$ cat config.mk
export PLATFORM = sky130hd
export DESIGN_NAME = ob_feed_arbiter_flat
export DESIGN_NICKNAME = d
export VERILOG_FILES = /design/src/rtl/ob_feed_arbiter_if.sv /design/src/rtl/ob_feed_arbiter.sv /design/src/flat_wrapper.sv
export SDC_FILE = /design/constraint.sdc
export NUM_CORES = 1
export LEC_CHECK = 0
export ABC_AREA = 1
export CAP_MARGIN = 30
export CORE_MARGIN = 3
export CORE_UTILIZATION = 52
export DETAILED_ROUTE_END_ITERATION = 16
export PLACE_DENSITY = 0.8
export SYNTH_ARGS = -nofsm -noshare
export SYNTH_HDL_FRONTEND = slang
export SYNTH_SLANG_ARGS = --single-unit
$ cat constraint.sdc
create_clock -name clk -period 2.7 [get_ports clk]
set_clock_uncertainty 0.15 [all_clocks]
set_input_delay 0.27 -clock clk [delete_from_list [all_inputs] [get_ports clk]]
set_output_delay 0.27 -clock clk [all_outputs]
set_load 0.02 [all_outputs]
$ cat src/rtl/ob_feed_arbiter_if.sv
// Order-book feed arbiter bus: FWFT FIFO read port, local command port and order-book issue port.
// Handshakes: cmd_valid/cmd_data held by the requester until cmd_ready (same cycle = accepted);
// feed_rd_en pops the FIFO head; ob_input_valid is a one-cycle strobe qualifying ob_input_data.
interface ob_feed_arbiter_if #(
  parameter int DATA_W = 32
);
  logic [DATA_W-1:0] feed_dout;
  logic              feed_empty;
  logic              feed_rd_en;
  logic              cmd_valid;
  logic [DATA_W-1:0] cmd_data;
  logic              cmd_ready;
  logic              ob_engine_busy;
  logic              ob_input_valid;
  logic [DATA_W-1:0] ob_input_data;
  logic              grant_cmd;

  modport master (
    input  feed_dout, feed_empty, cmd_valid, cmd_data, ob_engine_busy,
    output feed_rd_en, cmd_ready, ob_input_valid, ob_input_data, grant_cmd
  );

  modport slave (
    output feed_dout, feed_empty, cmd_valid, cmd_data, ob_engine_busy,
    input  feed_rd_en, cmd_ready, ob_input_valid, ob_input_data, grant_cmd
  );
endinterface

$ cat src/rtl/ob_feed_arbiter.sv
// Shares the order-book input between the market feed FIFO and a local command port,
// dropping null feed words, pacing issues against engine busy, with flush and saturating stats.
module ob_feed_arbiter #(
  parameter int DATA_W         = 32,
  parameter int MAX_FEED_BURST = 8,
  parameter int CNT_W          = 32
) (
  input  logic             clk,
  input  logic             rst_n,
  input  logic             enable,
  input  logic             flush,
  ob_feed_arbiter_if.master bus,
  output logic [CNT_W-1:0] stat_feed_words,
  output logic [CNT_W-1:0] stat_cmd_words,
  output logic [CNT_W-1:0] stat_null_words,
  output logic [CNT_W-1:0] stat_flushed,
  output logic [CNT_W-1:0] stat_stall_cycles,
  output logic [1:0]       dbg_state
);

  localparam int BW = $clog2(MAX_FEED_BURST + 1);
  localparam logic [BW-1:0] BURST_MAX = BW'(MAX_FEED_BURST);

  typedef enum logic [1:0] {
    S_OFF   = 2'd0,
    S_ARB   = 2'd1,
    S_GUARD = 2'd2,
    S_FLUSH = 2'd3
  } state_t;

  state_t            state, state_nxt;
  logic [BW-1:0]     burst_cnt;
  logic              feed_req, null_head, req_any, cmd_win;
  logic              issue_feed, issue_cmd, issue, null_pop, flush_pop, stall;
  logic              valid_q, grant_q;
  logic [DATA_W-1:0] data_q;

  assign feed_req  = !bus.feed_empty && (bus.feed_dout != '0);
  assign null_head = !bus.feed_empty && (bus.feed_dout == '0);
  assign req_any   = feed_req || bus.cmd_valid;
  // Feed wins unless the pending command has waited out a full feed burst.
  assign cmd_win   = bus.cmd_valid && (!feed_req || (burst_cnt == BURST_MAX));

  always_comb begin
    state_nxt  = state;
    issue_feed = 1'b0;
    issue_cmd  = 1'b0;
    null_pop   = 1'b0;
    flush_pop  = 1'b0;
    stall      = 1'b0;
    case (state)
      S_OFF: begin
        if (flush)       state_nxt = S_FLUSH;
        else if (enable) state_nxt = S_ARB;
      end
      S_ARB: begin
        null_pop = null_head;
        if (bus.ob_engine_busy) begin
          stall = req_any;
        end else if (req_any) begin
          issue_cmd  = cmd_win;
          issue_feed = !cmd_win;
        end
        if (flush)                       state_nxt = S_FLUSH;
        else if (!enable)                state_nxt = S_OFF;
        else if (issue_cmd || issue_feed) state_nxt = S_GUARD;
      end
      S_GUARD: begin
        // One dead cycle lets a busy raised by the last issue be seen first.
        null_pop = null_head;
        if (flush)        state_nxt = S_FLUSH;
        else if (!enable) state_nxt = S_OFF;
        else              state_nxt = S_ARB;
      end
      S_FLUSH: begin
        flush_pop = !bus.feed_empty;
        if (!flush) state_nxt = S_OFF;
      end
      default: state_nxt = S_OFF;
    endcase
  end

  assign issue              = issue_feed || issue_cmd;
  assign bus.feed_rd_en     = issue_feed || null_pop || flush_pop;
  assign bus.cmd_ready      = issue_cmd;
  assign bus.ob_input_valid = valid_q;
  assign bus.ob_input_data  = data_q;
  assign bus.grant_cmd      = grant_q;
  assign dbg_state          = state;

  function automatic logic [CNT_W-1:0] sat_inc(input logic [CNT_W-1:0] v, input logic en);
    return (en && (v != '1)) ? v + CNT_W'(1) : v;
  endfunction

  always_ff @(posedge clk or negedge rst_n) begin
    if (!rst_n) begin
      state             <= S_OFF;
      burst_cnt         <= '0;
      valid_q           <= 1'b0;
      data_q            <= '0;
      grant_q           <= 1'b0;
      stat_feed_words   <= '0;
      stat_cmd_words    <= '0;
      stat_null_words   <= '0;
      stat_flushed      <= '0;
      stat_stall_cycles <= '0;
    end else begin
      state   <= state_nxt;
      valid_q <= issue;
      if (issue) begin
        data_q  <= issue_cmd ? bus.cmd_data : bus.feed_dout;
        grant_q <= issue_cmd;
      end
      // Only feed issues made while a command waits count toward the burst.
      if (!bus.cmd_valid || issue_cmd) burst_cnt <= '0;
      else if (issue_feed)             burst_cnt <= burst_cnt + BW'(1);
      stat_feed_words   <= sat_inc(stat_feed_words, issue_feed);
      stat_cmd_words    <= sat_inc(stat_cmd_words, issue_cmd);
      stat_null_words   <= sat_inc(stat_null_words, null_pop);
      stat_flushed      <= sat_inc(stat_flushed, flush_pop);
      stat_stall_cycles <= sat_inc(stat_stall_cycles, stall);
    end
  end

endmodule

$ cat src/flat_wrapper.sv
// flat-port wrapper written by rule: the top's interface ports become plain ports
module ob_feed_arbiter_flat 
#(
  parameter int DATA_W         = 32,
  parameter int MAX_FEED_BURST = 8,
  parameter int CNT_W          = 32
)
  (clk, rst_n, enable, flush, stat_feed_words, stat_cmd_words, stat_null_words, stat_flushed, stat_stall_cycles, dbg_state, bus_feed_dout, bus_feed_empty, bus_cmd_valid, bus_cmd_data, bus_ob_engine_busy, bus_feed_rd_en, bus_cmd_ready, bus_ob_input_valid, bus_ob_input_data, bus_grant_cmd);
  ob_feed_arbiter_if #(.DATA_W(DATA_W)) bus_i ();
  input  logic clk;
  input  logic rst_n;
  input  logic enable;
  input  logic flush;
  output logic [CNT_W-1:0] stat_feed_words;
  output logic [CNT_W-1:0] stat_cmd_words;
  output logic [CNT_W-1:0] stat_null_words;
  output logic [CNT_W-1:0] stat_flushed;
  output logic [CNT_W-1:0] stat_stall_cycles;
  output logic [1:0] dbg_state;
  input wire logic [$bits(bus_i.feed_dout)-1:0] bus_feed_dout;
  input wire logic [$bits(bus_i.feed_empty)-1:0] bus_feed_empty;
  input wire logic [$bits(bus_i.cmd_valid)-1:0] bus_cmd_valid;
  input wire logic [$bits(bus_i.cmd_data)-1:0] bus_cmd_data;
  input wire logic [$bits(bus_i.ob_engine_busy)-1:0] bus_ob_engine_busy;
  output wire logic [$bits(bus_i.feed_rd_en)-1:0] bus_feed_rd_en;
  output wire logic [$bits(bus_i.cmd_ready)-1:0] bus_cmd_ready;
  output wire logic [$bits(bus_i.ob_input_valid)-1:0] bus_ob_input_valid;
  output wire logic [$bits(bus_i.ob_input_data)-1:0] bus_ob_input_data;
  output wire logic [$bits(bus_i.grant_cmd)-1:0] bus_grant_cmd;
  assign bus_i.feed_dout = bus_feed_dout;
  assign bus_i.feed_empty = bus_feed_empty;
  assign bus_i.cmd_valid = bus_cmd_valid;
  assign bus_i.cmd_data = bus_cmd_data;
  assign bus_i.ob_engine_busy = bus_ob_engine_busy;
  assign bus_feed_rd_en = bus_i.feed_rd_en;
  assign bus_cmd_ready = bus_i.cmd_ready;
  assign bus_ob_input_valid = bus_i.ob_input_valid;
  assign bus_ob_input_data = bus_i.ob_input_data;
  assign bus_grant_cmd = bus_i.grant_cmd;
  ob_feed_arbiter #(.DATA_W(DATA_W), .MAX_FEED_BURST(MAX_FEED_BURST), .CNT_W(CNT_W)) u_core (.clk(clk), .rst_n(rst_n), .enable(enable), .flush(flush), .bus(bus_i), .stat_feed_words(stat_feed_words), .stat_cmd_words(stat_cmd_words), .stat_null_words(stat_null_words), .stat_flushed(stat_flushed), .stat_stall_cycles(stat_stall_cycles), .dbg_state(dbg_state));
endmodule
# After elaboration in Yosys (flattened, before gate mapping)
# Index checks and enable logic that the tools add are counted.
# totals
regBits,200
in_bits,71
word_cells,77
# op_classes
addsub,6
n_eq_ne,12
n_mux,24
n_reduce_logical,25
# op_table
operator,n
$add A32 B1 Y32 const B,5
$ne A32 B32 Y1 const B,5
$logic_not A32 Y1,1
$mux W32,1
$reduce_bool A32 Y1,1
$mux W2,7
$mux W1,13
$logic_and A1 B1 Y1,8
$mux W4,2
$pmux W2 S4,1
$logic_or A1 B1 Y1,7
$add A4 B1 Y4 const B,1
$eq A2 B2 Y1 const B,2
$eq A4 B4 Y1 const B,1
$logic_not A1 Y1,4
$ne A4 B3 Y1 const B,1
$ne A3 B3 Y1 const B,1
$reduce_and A3 Y1,1
$eq A2 B1 Y1 const B,1
$logic_not A2 Y1,1
$ne A2 B2 Y1 const B,1
$reduce_bool A2 Y1,1
$reduce_or A2 Y1,1

# Longest topological paths before layout
# Gate-level depths: netlist (run 1).
# depth
word_depth,14
ltp_mapped,13

# Worst setup path after synthesis (run 1)
# No wires, ideal clock.
# synth_timing
kind,flip-flop to flip-flop
start,register u_core.stat_stall_cycles[0]
end,register u_core.stat_stall_cycles[3]
setup_time_ns,0.118
arrival_time_ns,1.782
t_required_ns,2.432
path_slack_ns,0.650
stages_incl_launch_ff,10
path_buffers,1
period_less_slack_ns,2.050
path_cell_list,dfrtp_1 > ha_1 > nand3_2 > nor2_4 > nand2_2 > nor2_2 > nand4_4 > buf_2 > nand3_1 > nand2_1
# synth_via
elab_chain_len,2
# synth_lines
element,line_no,text
from (decl),ob_feed_arbiter.sv:17,"output logic [CNT_W-1:0] stat_stall_cycles,"
from (signal assigned),ob_feed_arbiter.sv:121,"stat_stall_cycles <= sat_inc(stat_stall_cycles, stall);"
branches (longest 2 deep; another with $add A32 B1 Y32),--,
# Parallel ways; which one is timed is not known.
# A chain may end at the register's enable or synchronous reset.

# Worst setup path in the final report (run 1)
# layout_timing
start,"register u_core.state[1], in the netlist u_core.dbg_state[1]"
end,output bus_cmd_ready
# layout_via
elab_chain_len,2
# layout_lines
element,line_no,text
from (decl),ob_feed_arbiter.sv:31,"state_t state, state_nxt;"
from (signal assigned),ob_feed_arbiter.sv:108,state <= state_nxt;
$eq A2 B1 Y1,ob_feed_arbiter.sv:51,case (state)
$mux W1,ob_feed_arbiter.sv:51,
to (decl),flat_wrapper.sv:26,output wire logic [$bits(bus_i.cmd_ready)-1:0] bus_cmd_ready;
# Every way passes these cells.

==> flow_summary.toml, run 1 <==
[placement]
gp_congestion = 0.973
setup_slack_after_placement_ns = -0.0557
placed_cells_incl_taps = 2296
detailed_place_hpwl_mm = 28.8
numPortBuffers = 268

[cts]
numClockSinks = 200
clk_pin_slew_ns = 0.08
postCtsSetupRepairBufs = 0
htree_num_levels = 4
worst_skew_pair.late_latency_ns = 0.43
numCtsBuffers = 17
tritoncts = "done"
clk_root_buffer_cell = "sky130_fd_sc_hd__clkbuf_16"
cts_buffer_depth = 2

[global_route]
grt_pass1_vias = 12200
groute.usage.overall = 0.291
grt_start_max_net_pins = 58
grt_pass1_wl_mm = 61.6
grt_antenna_before_repair = 0
gr-total-overflow = 0

[drt]
wl_per_cell_um = 16.0
drtIter0Drc = 775
drc = 0
post_drt_via_cell_ratio = 5.25
drtPass1Iterations = 7
final_wl_mm = 37.2
detailroute.via_count = 12200
antenna_left = 0

[synthesis]
synth.distinct_cells = 40
postSynthNetCount = 1808
synthesis.instances = 1725
yosys.cell_count.top_type = "sky130_fd_sc_hd__nand2_1"
synth_enable_flop_cells = 0
yosys_most_used_dff = "sky130_fd_sc_hd__dfrtp_1"
syn-cell-area_um2 = 12300
netlist.area_leader.share = 0.406
yosys-top-cells-count = "sky130_fd_sc_hd__nand2_1 (747), sky130_fd_sc_hd__dfrtp_1 (200), sky130_fd_sc_hd__nor2_1 (153)"
ys_warn_count = 0
netlist.top_cell.by_area = "sky130_fd_sc_hd__dfrtp_1"
synth-async-reset-ratio = 1.00
synth.yosys.seq_area_share = 0.406
synth_top_cells_by_area = "sky130_fd_sc_hd__dfrtp_1 (41%), sky130_fd_sc_hd__nand2_1 (23%), sky130_fd_sc_hd__xor2_1 (6.8%), sky130_fd_sc_hd__nor2_1 (4.7%), sky130_fd_sc_hd__nand3_1 (4.3%)"
synth_seq_cells = 200
average_size_of_a_mapped_cell_um2 = 7.14

[final_layout]
area_delta_synth_final_pct = 30.1
nNetsFinal = 2086
post_route_cells_drive_above_1_share = 0.0521
antenna_cells = 0
finish.cell_count_without_fillers = 2329

[sta]
maxSlewViolCount = 0
hold_vio_cnt_final = 0
post_route_clock_period_utilization = 0.951
final.setup.worst_slack_ns = 0.131
tightestPinTransition_ns = 0.711
finalSetupTns_ns = 0
rsz0062_at_grt = "false"
max-slew-margin-rel = 0.525
final_period_minus_worst_setup_slack_ns = 2.57
max_clock_freq_mhz = 389
finalSetupViolCount = 0

[worst_setup_path]
timing.critical_path.max_delay_family = "buffers and inverters"
critical_path_required_ns = 2.28
crit_arrival_ns = 2.15
endpoint_class_of_the_critical_path = "primary output"
cp-start-kind = "register"
crit_path_max_fanout = 6
timing.critical_path.mode_cell = "sky130_fd_sc_hd__inv_1"
crit_path_max_incr_delay_ns = 0.43
crit_buf_inv = 4
critPathSlowestCell = "sky130_fd_sc_hd__dfrtp_1"
crit_path_cell_trace = "inv_1 > ha_1 > inv_1 > nor2_2 > nand3_1 > inv_1 > dlygate4sd2_1"
critical_path_class = "reg -> out"

[power]
p_int_w = 0.00620
power_density_nw_per_um2 = 605
clock_power_share = 0.277
comb_power_share = 0.324
sequentialPowerShare = 0.400
power.total_w = 0.00970
power_switching_share = 0.361
netSwitchingPower_w = 0.00350
peakVddDrop_v = 0.000470
p_leak_nw = 7.38

[die]
design.die.area_um2 = 25600
dieWidth_um = 160
die_h_um = 160
effective_utilization_at_floorplan = 0.536
number_of_core_rows = 55
num_io_pins = 269
coreArea_um2 = 23000

[worst_hold_path]
hold_path.class = "in -> async"

[run]
max_cap_viol_count = 0

[status]
run_status = "finished, final reports clean"
==> area by class of cell <==
class,instances,area [um^2]
flip-flops and latches,200,5000
multi-input cells,1361,6550
fillers,1987,6960
inverters,120,453
clock buffers,18,429
repair buffers,303,3020
clock inverters,14,185
well taps,313,392
==> sequential cells by signal (all words and copies together), names as in the netlist <==
signal,flops
u_core.burst_cnt,4
u_core.bus.grant_cmd,1
u_core.bus.ob_input_data,32
u_core.bus.ob_input_valid,1
u_core.dbg_state,2
u_core.stat_cmd_words,32
u_core.stat_feed_words,32
u_core.stat_flushed,32
u_core.stat_null_words,32
u_core.stat_stall_cycles,32
==> routing by layer <==
metal	wire [um]	share of wire	track usage
met5	0	0	0
met4	1280	0.035	0.113
met3	2220	0.060	0.0470
met2	18000	0.48	0.498
met1	15700	0.42	0.371
==> power by group through the flow <==
stage          Clock, W  Sequential, W  Combinational [W]
4_1_cts         0.00274        0.00387            0.00316
3_3_place_gp          0        0.00390            0.00307
2_1_floorplan         0        0.00438            0.00120
5_1_grt         0.00285        0.00394            0.00339
3_5_place_dp          0        0.00392            0.00315
6_report        0.00269        0.00388            0.00314
==> cell usage in the layout, fill, tap and decap left out, drive strengths merged, types with 2 or more instances in the layout <==
| cell | instances |
|---|---|
| a21oi | 4 |
| buf | 35 |
| bufinv | 2 |
| clkbuf | 19 |
| clkdlybuf4s50 | 265 |
| clkinv | 3 |
| clkinvlp | 2 |
| dfrtp | 200 |
| ha | 12 |
| inv | 127 |
| nand2 | 751 |
| nand3 | 111 |
| nand3b | 12 |
| nand4 | 34 |
| nor2 | 163 |
| nor3 | 79 |
| nor3b | 5 |
| nor4 | 5 |
| o21ai | 40 |
| xnor2 | 44 |
| xor2 | 96 |
==> path summary, 6_finish.rpt <==
path | from | end | slack, ns | depth (start not counted)
min in group clk | bus_cmd_data[19] | u_core.bus.ob_input_data[19]$_DFFE_PN0P_ | 0.25 | 3
max in group asynchronous | rst_n | u_core.bus.ob_input_data[3]$_DFFE_PN0P_ | 1.38 | 3
hold / removal | rst_n | u_core.bus.ob_input_data[31]$_DFFE_PN0P_ | 0.22 | 2
hold reg to reg | u_core.bus.grant_cmd$_DFFE_PN0P_ | u_core.bus.grant_cmd$_DFFE_PN0P_ | 0.34 | 2
setup reg to reg | u_core.dbg_state[1]$_DFFE_PN0P_ | u_core.stat_feed_words[3]$_DFFE_PN0P_ | 0.22 | 9
setup / recovery | u_core.dbg_state[1]$_DFFE_PN0P_ | bus_cmd_ready | 0.13 | 7
==> per-stage QoR <==
| stage | instance area [um^2] | hold WS, ns | utilization |
|---|---|---|---|
| 2_1_floorplan | 12300 | -0.176 | - |
| 3_3_place_gp | 15400 | 0.116 | 0.670 |
| 3_5_place_dp | 15400 | 0.122 | 0.670 |
| 4_1_cts | 16000 | 0.229 | 0.697 |
| 5_1_grt | 16000 | 0.250 | 0.697 |
| 6_report | 16000 | 0.223 | 0.697 |
==> kinds of logic after synthesis <==
kind of cell,Yosys count,synth area share
AOI/OAI and AO/OA,48,0.0215
xor gates and xnor gates,140,0.0995
adders and majority gates,12,0.0122
buffers and inverters,164,0.0625
DFF,200,0.406
and+or+nand+nor,1161,0.398
==> timing repair <==
| item | 4_1_cts | 5_1_grt |
|---|---|---|
| endpoints found under the setup margin | 1 | 0 |
| hold buffers | 1 | 0 |
| endpoints found under the hold margin | 51 | 0 |
| resized for setup | 1 | 0 |
(Power assumes the default switching activity.)
==> inputs of run 2 (changes only) <==
- clock period: 2.7 -> 2.6 ns (I/O delays scaled with it)
==> run 2 against run 1 <==
  * Sequential share of layout area is 0.29 points lower
  * Sequential cell count is the same
  * Design area up 0.94%
  * Largest power group unchanged
==> flow_summary.toml, run 2 (synthesis gave the netlist of run 1 again) <==
[sta]
rsz0062_at_grt = "false"
max_clock_freq_mhz = 413
max-slew-margin-rel = 0.552
finalSetupViolCount = 0
final_period_minus_worst_setup_slack_ns = 2.42
post_route_clock_period_utilization = 0.931
tightestPinTransition_ns = 0.672
hold_vio_cnt_final = 0
maxSlewViolCount = 0
finalHoldWorstSlack_ns = 0.189

[worst_setup_path]
timing.critical_path.mode_cell = "sky130_fd_sc_hd__nor2_1"
crit_path_max_fanout = 3
critical_path_class = "in -> out"
crit_path_max_incr_delay_ns = 0.43
critPathSlowestCell = "sky130_fd_sc_hd__clkdlybuf4s50_1"
crit_arrival_ns = 2.01
crit_path_cell_trace = "clkdlybuf4s50_1 > nor2_1 > nand2_1 > buf_4 > nor2_1 > nand2_1 > nor2_1 > nor2_1 > o211ai_1 > nand3_1 > buf_4"
cp-start-kind = "input port"
endpoint_class_of_the_critical_path = "primary output"
crit_buf_inv = 3
timing.critical_path.max_delay_family = "simple AND/OR/NAND/NOR gates"
critical_path_required_ns = 2.19
r2r_slack_ns = 0.21

[die]
effective_utilization_at_floorplan = 0.536
dieWidth_um = 160
coreArea_um2 = 23000
number_of_core_rows = 55
num_io_pins = 269
design.die.area_um2 = 25600
die_h_um = 160

[placement]
numPortBuffers = 268
placed_cells_incl_taps = 2304
gp_congestion = 0.944
detailed_place_hpwl_mm = 28.6

[global_route]
grt_pass1_vias = 11900
grt_start_max_net_pins = 64
groute.usage.overall = 0.288
gr-total-overflow = 0
grt_pass1_wl_mm = 60.4
grt_antenna_before_repair = 0

[cts]
postCtsSetupRepairBufs = 0
clk_pin_slew_ns = 0.08
htree_num_levels = 4
tritoncts = "done"
clk_root_buffer_cell = "sky130_fd_sc_hd__clkbuf_16"
numCtsBuffers = 17
numClockSinks = 200
worst_skew_pair.late_latency_ns = 0.45
cts_buffer_depth = 2

[final_layout]
post_route_cells_drive_above_1_share = 0.0578
layout_common_cells = "sky130_fd_sc_hd__nand2_1 (747), sky130_fd_sc_hd__clkdlybuf4s50_1 (265), sky130_fd_sc_hd__dfrtp_1 (200), sky130_fd_sc_hd__nor2_1 (150), sky130_fd_sc_hd__inv_1 (113)"
final_core_util = 0.704
area_delta_synth_final_pct = 31.3
antenna_cells = 0
layout.cells.most_common = "sky130_fd_sc_hd__nand2_1"
finish.cell_count_without_fillers = 2337
nNetsFinal = 2094

[power]
peakVddDrop_v = 0.000485
power.total_w = 0.0103
power_density_nw_per_um2 = 637
p_leak_nw = 7.47

[run]
max_cap_viol_count = 0

[drt]
antenna_left = 0
post_drt_via_cell_ratio = 5.22
final_wl_mm = 37.2
detailroute.via_count = 12200
wl_per_cell_um = 15.9
drc = 0
drtPass1Iterations = 6
drtIter0Drc = 796

[worst_hold_path]
hold_path.class = "in -> async"

[status]
run_status = "finished, final reports clean"
## run 2: layout make-up
cell class	count	area [um^2]
Sequential cell	200	5000
Fill cell	1974	6810
Multi-Input combinational cell	1361	6550
Clock buffer	18	439
Inverter	120	453
Timing Repair Buffer	311	3110
Tap cell	313	392
Clock inverter	14	226
## run 2: worst paths after layout
check	cells after the start	end	from
setup / recovery	11	bus_feed_rd_en	bus_feed_dout[7]
hold / removal	2	u_core.bus.ob_input_data[19]$_DFFE_PN0P_	rst_n
setup reg to reg	9	u_core.stat_feed_words[27]$_DFFE_PN0P_	u_core.dbg_state[1]$_DFFE_PN0P_
hold reg to reg	2	u_core.bus.grant_cmd$_DFFE_PN0P_	u_core.bus.grant_cmd$_DFFE_PN0P_
max in group asynchronous	3	u_core.stat_null_words[6]$_DFFE_PN0P_	rst_n
min in group clk	3	u_core.bus.ob_input_data[1]$_DFFE_PN0P_	bus_cmd_data[1]
## run 2: repair_timing
| action | in CTS | in global routing |
|---|---|---|
| endpoints found under the setup margin | 1 | 2 |
| gates resized for setup | 1 | 4 |
| hold endpoints to repair | 54 | 0 |
| hold buffers | 1 | 0 |
## run 2: worst register-to-register path, stage by stage, from the launching register on
cell	delay (ns)
sky130_fd_sc_hd__dfrtp_1	0.38
sky130_fd_sc_hd__inv_1	0.10
sky130_fd_sc_hd__ha_1	0.24
sky130_fd_sc_hd__inv_1	0.10
sky130_fd_sc_hd__nor2_2	0.22
sky130_fd_sc_hd__o211ai_1	0.20
sky130_fd_sc_hd__nor2_2	0.56
sky130_fd_sc_hd__buf_8	0.25
sky130_fd_sc_hd__nand2_1	0.08
sky130_fd_sc_hd__nand2_1	0.06
## run 2: per-layer routing
metal,up-vias,track usage,routed length [um]
met5,-,0,0
met2,408,0.495,18100
met1,5708,0.366,15800
met3,77,0.0503,2060
met4,0,0.103,1190
li1,6016,-,-
## run 2: per-stage QoR
stage                     instance area (um^2)  setup TNS (ns)  setup WS (ns)
after floorplan                          12300               0          0.550
after global placement                   15500           -9.10         -0.283
after global routing                     16200               0         0.0196
after detailed placement                 15500           -2.22         -0.232
after CTS                                16200               0         0.0489
final                                    16200               0          0.179
## run 2: where the power goes
group | internal [W] | leakage (nW) | switching [W]
clock | 0.00169 | 0.324 | 0.00132
combinational | 0.00143 | 4.46 | 0.00188
sequential | 0.00357 | 2.68 | 0.000426
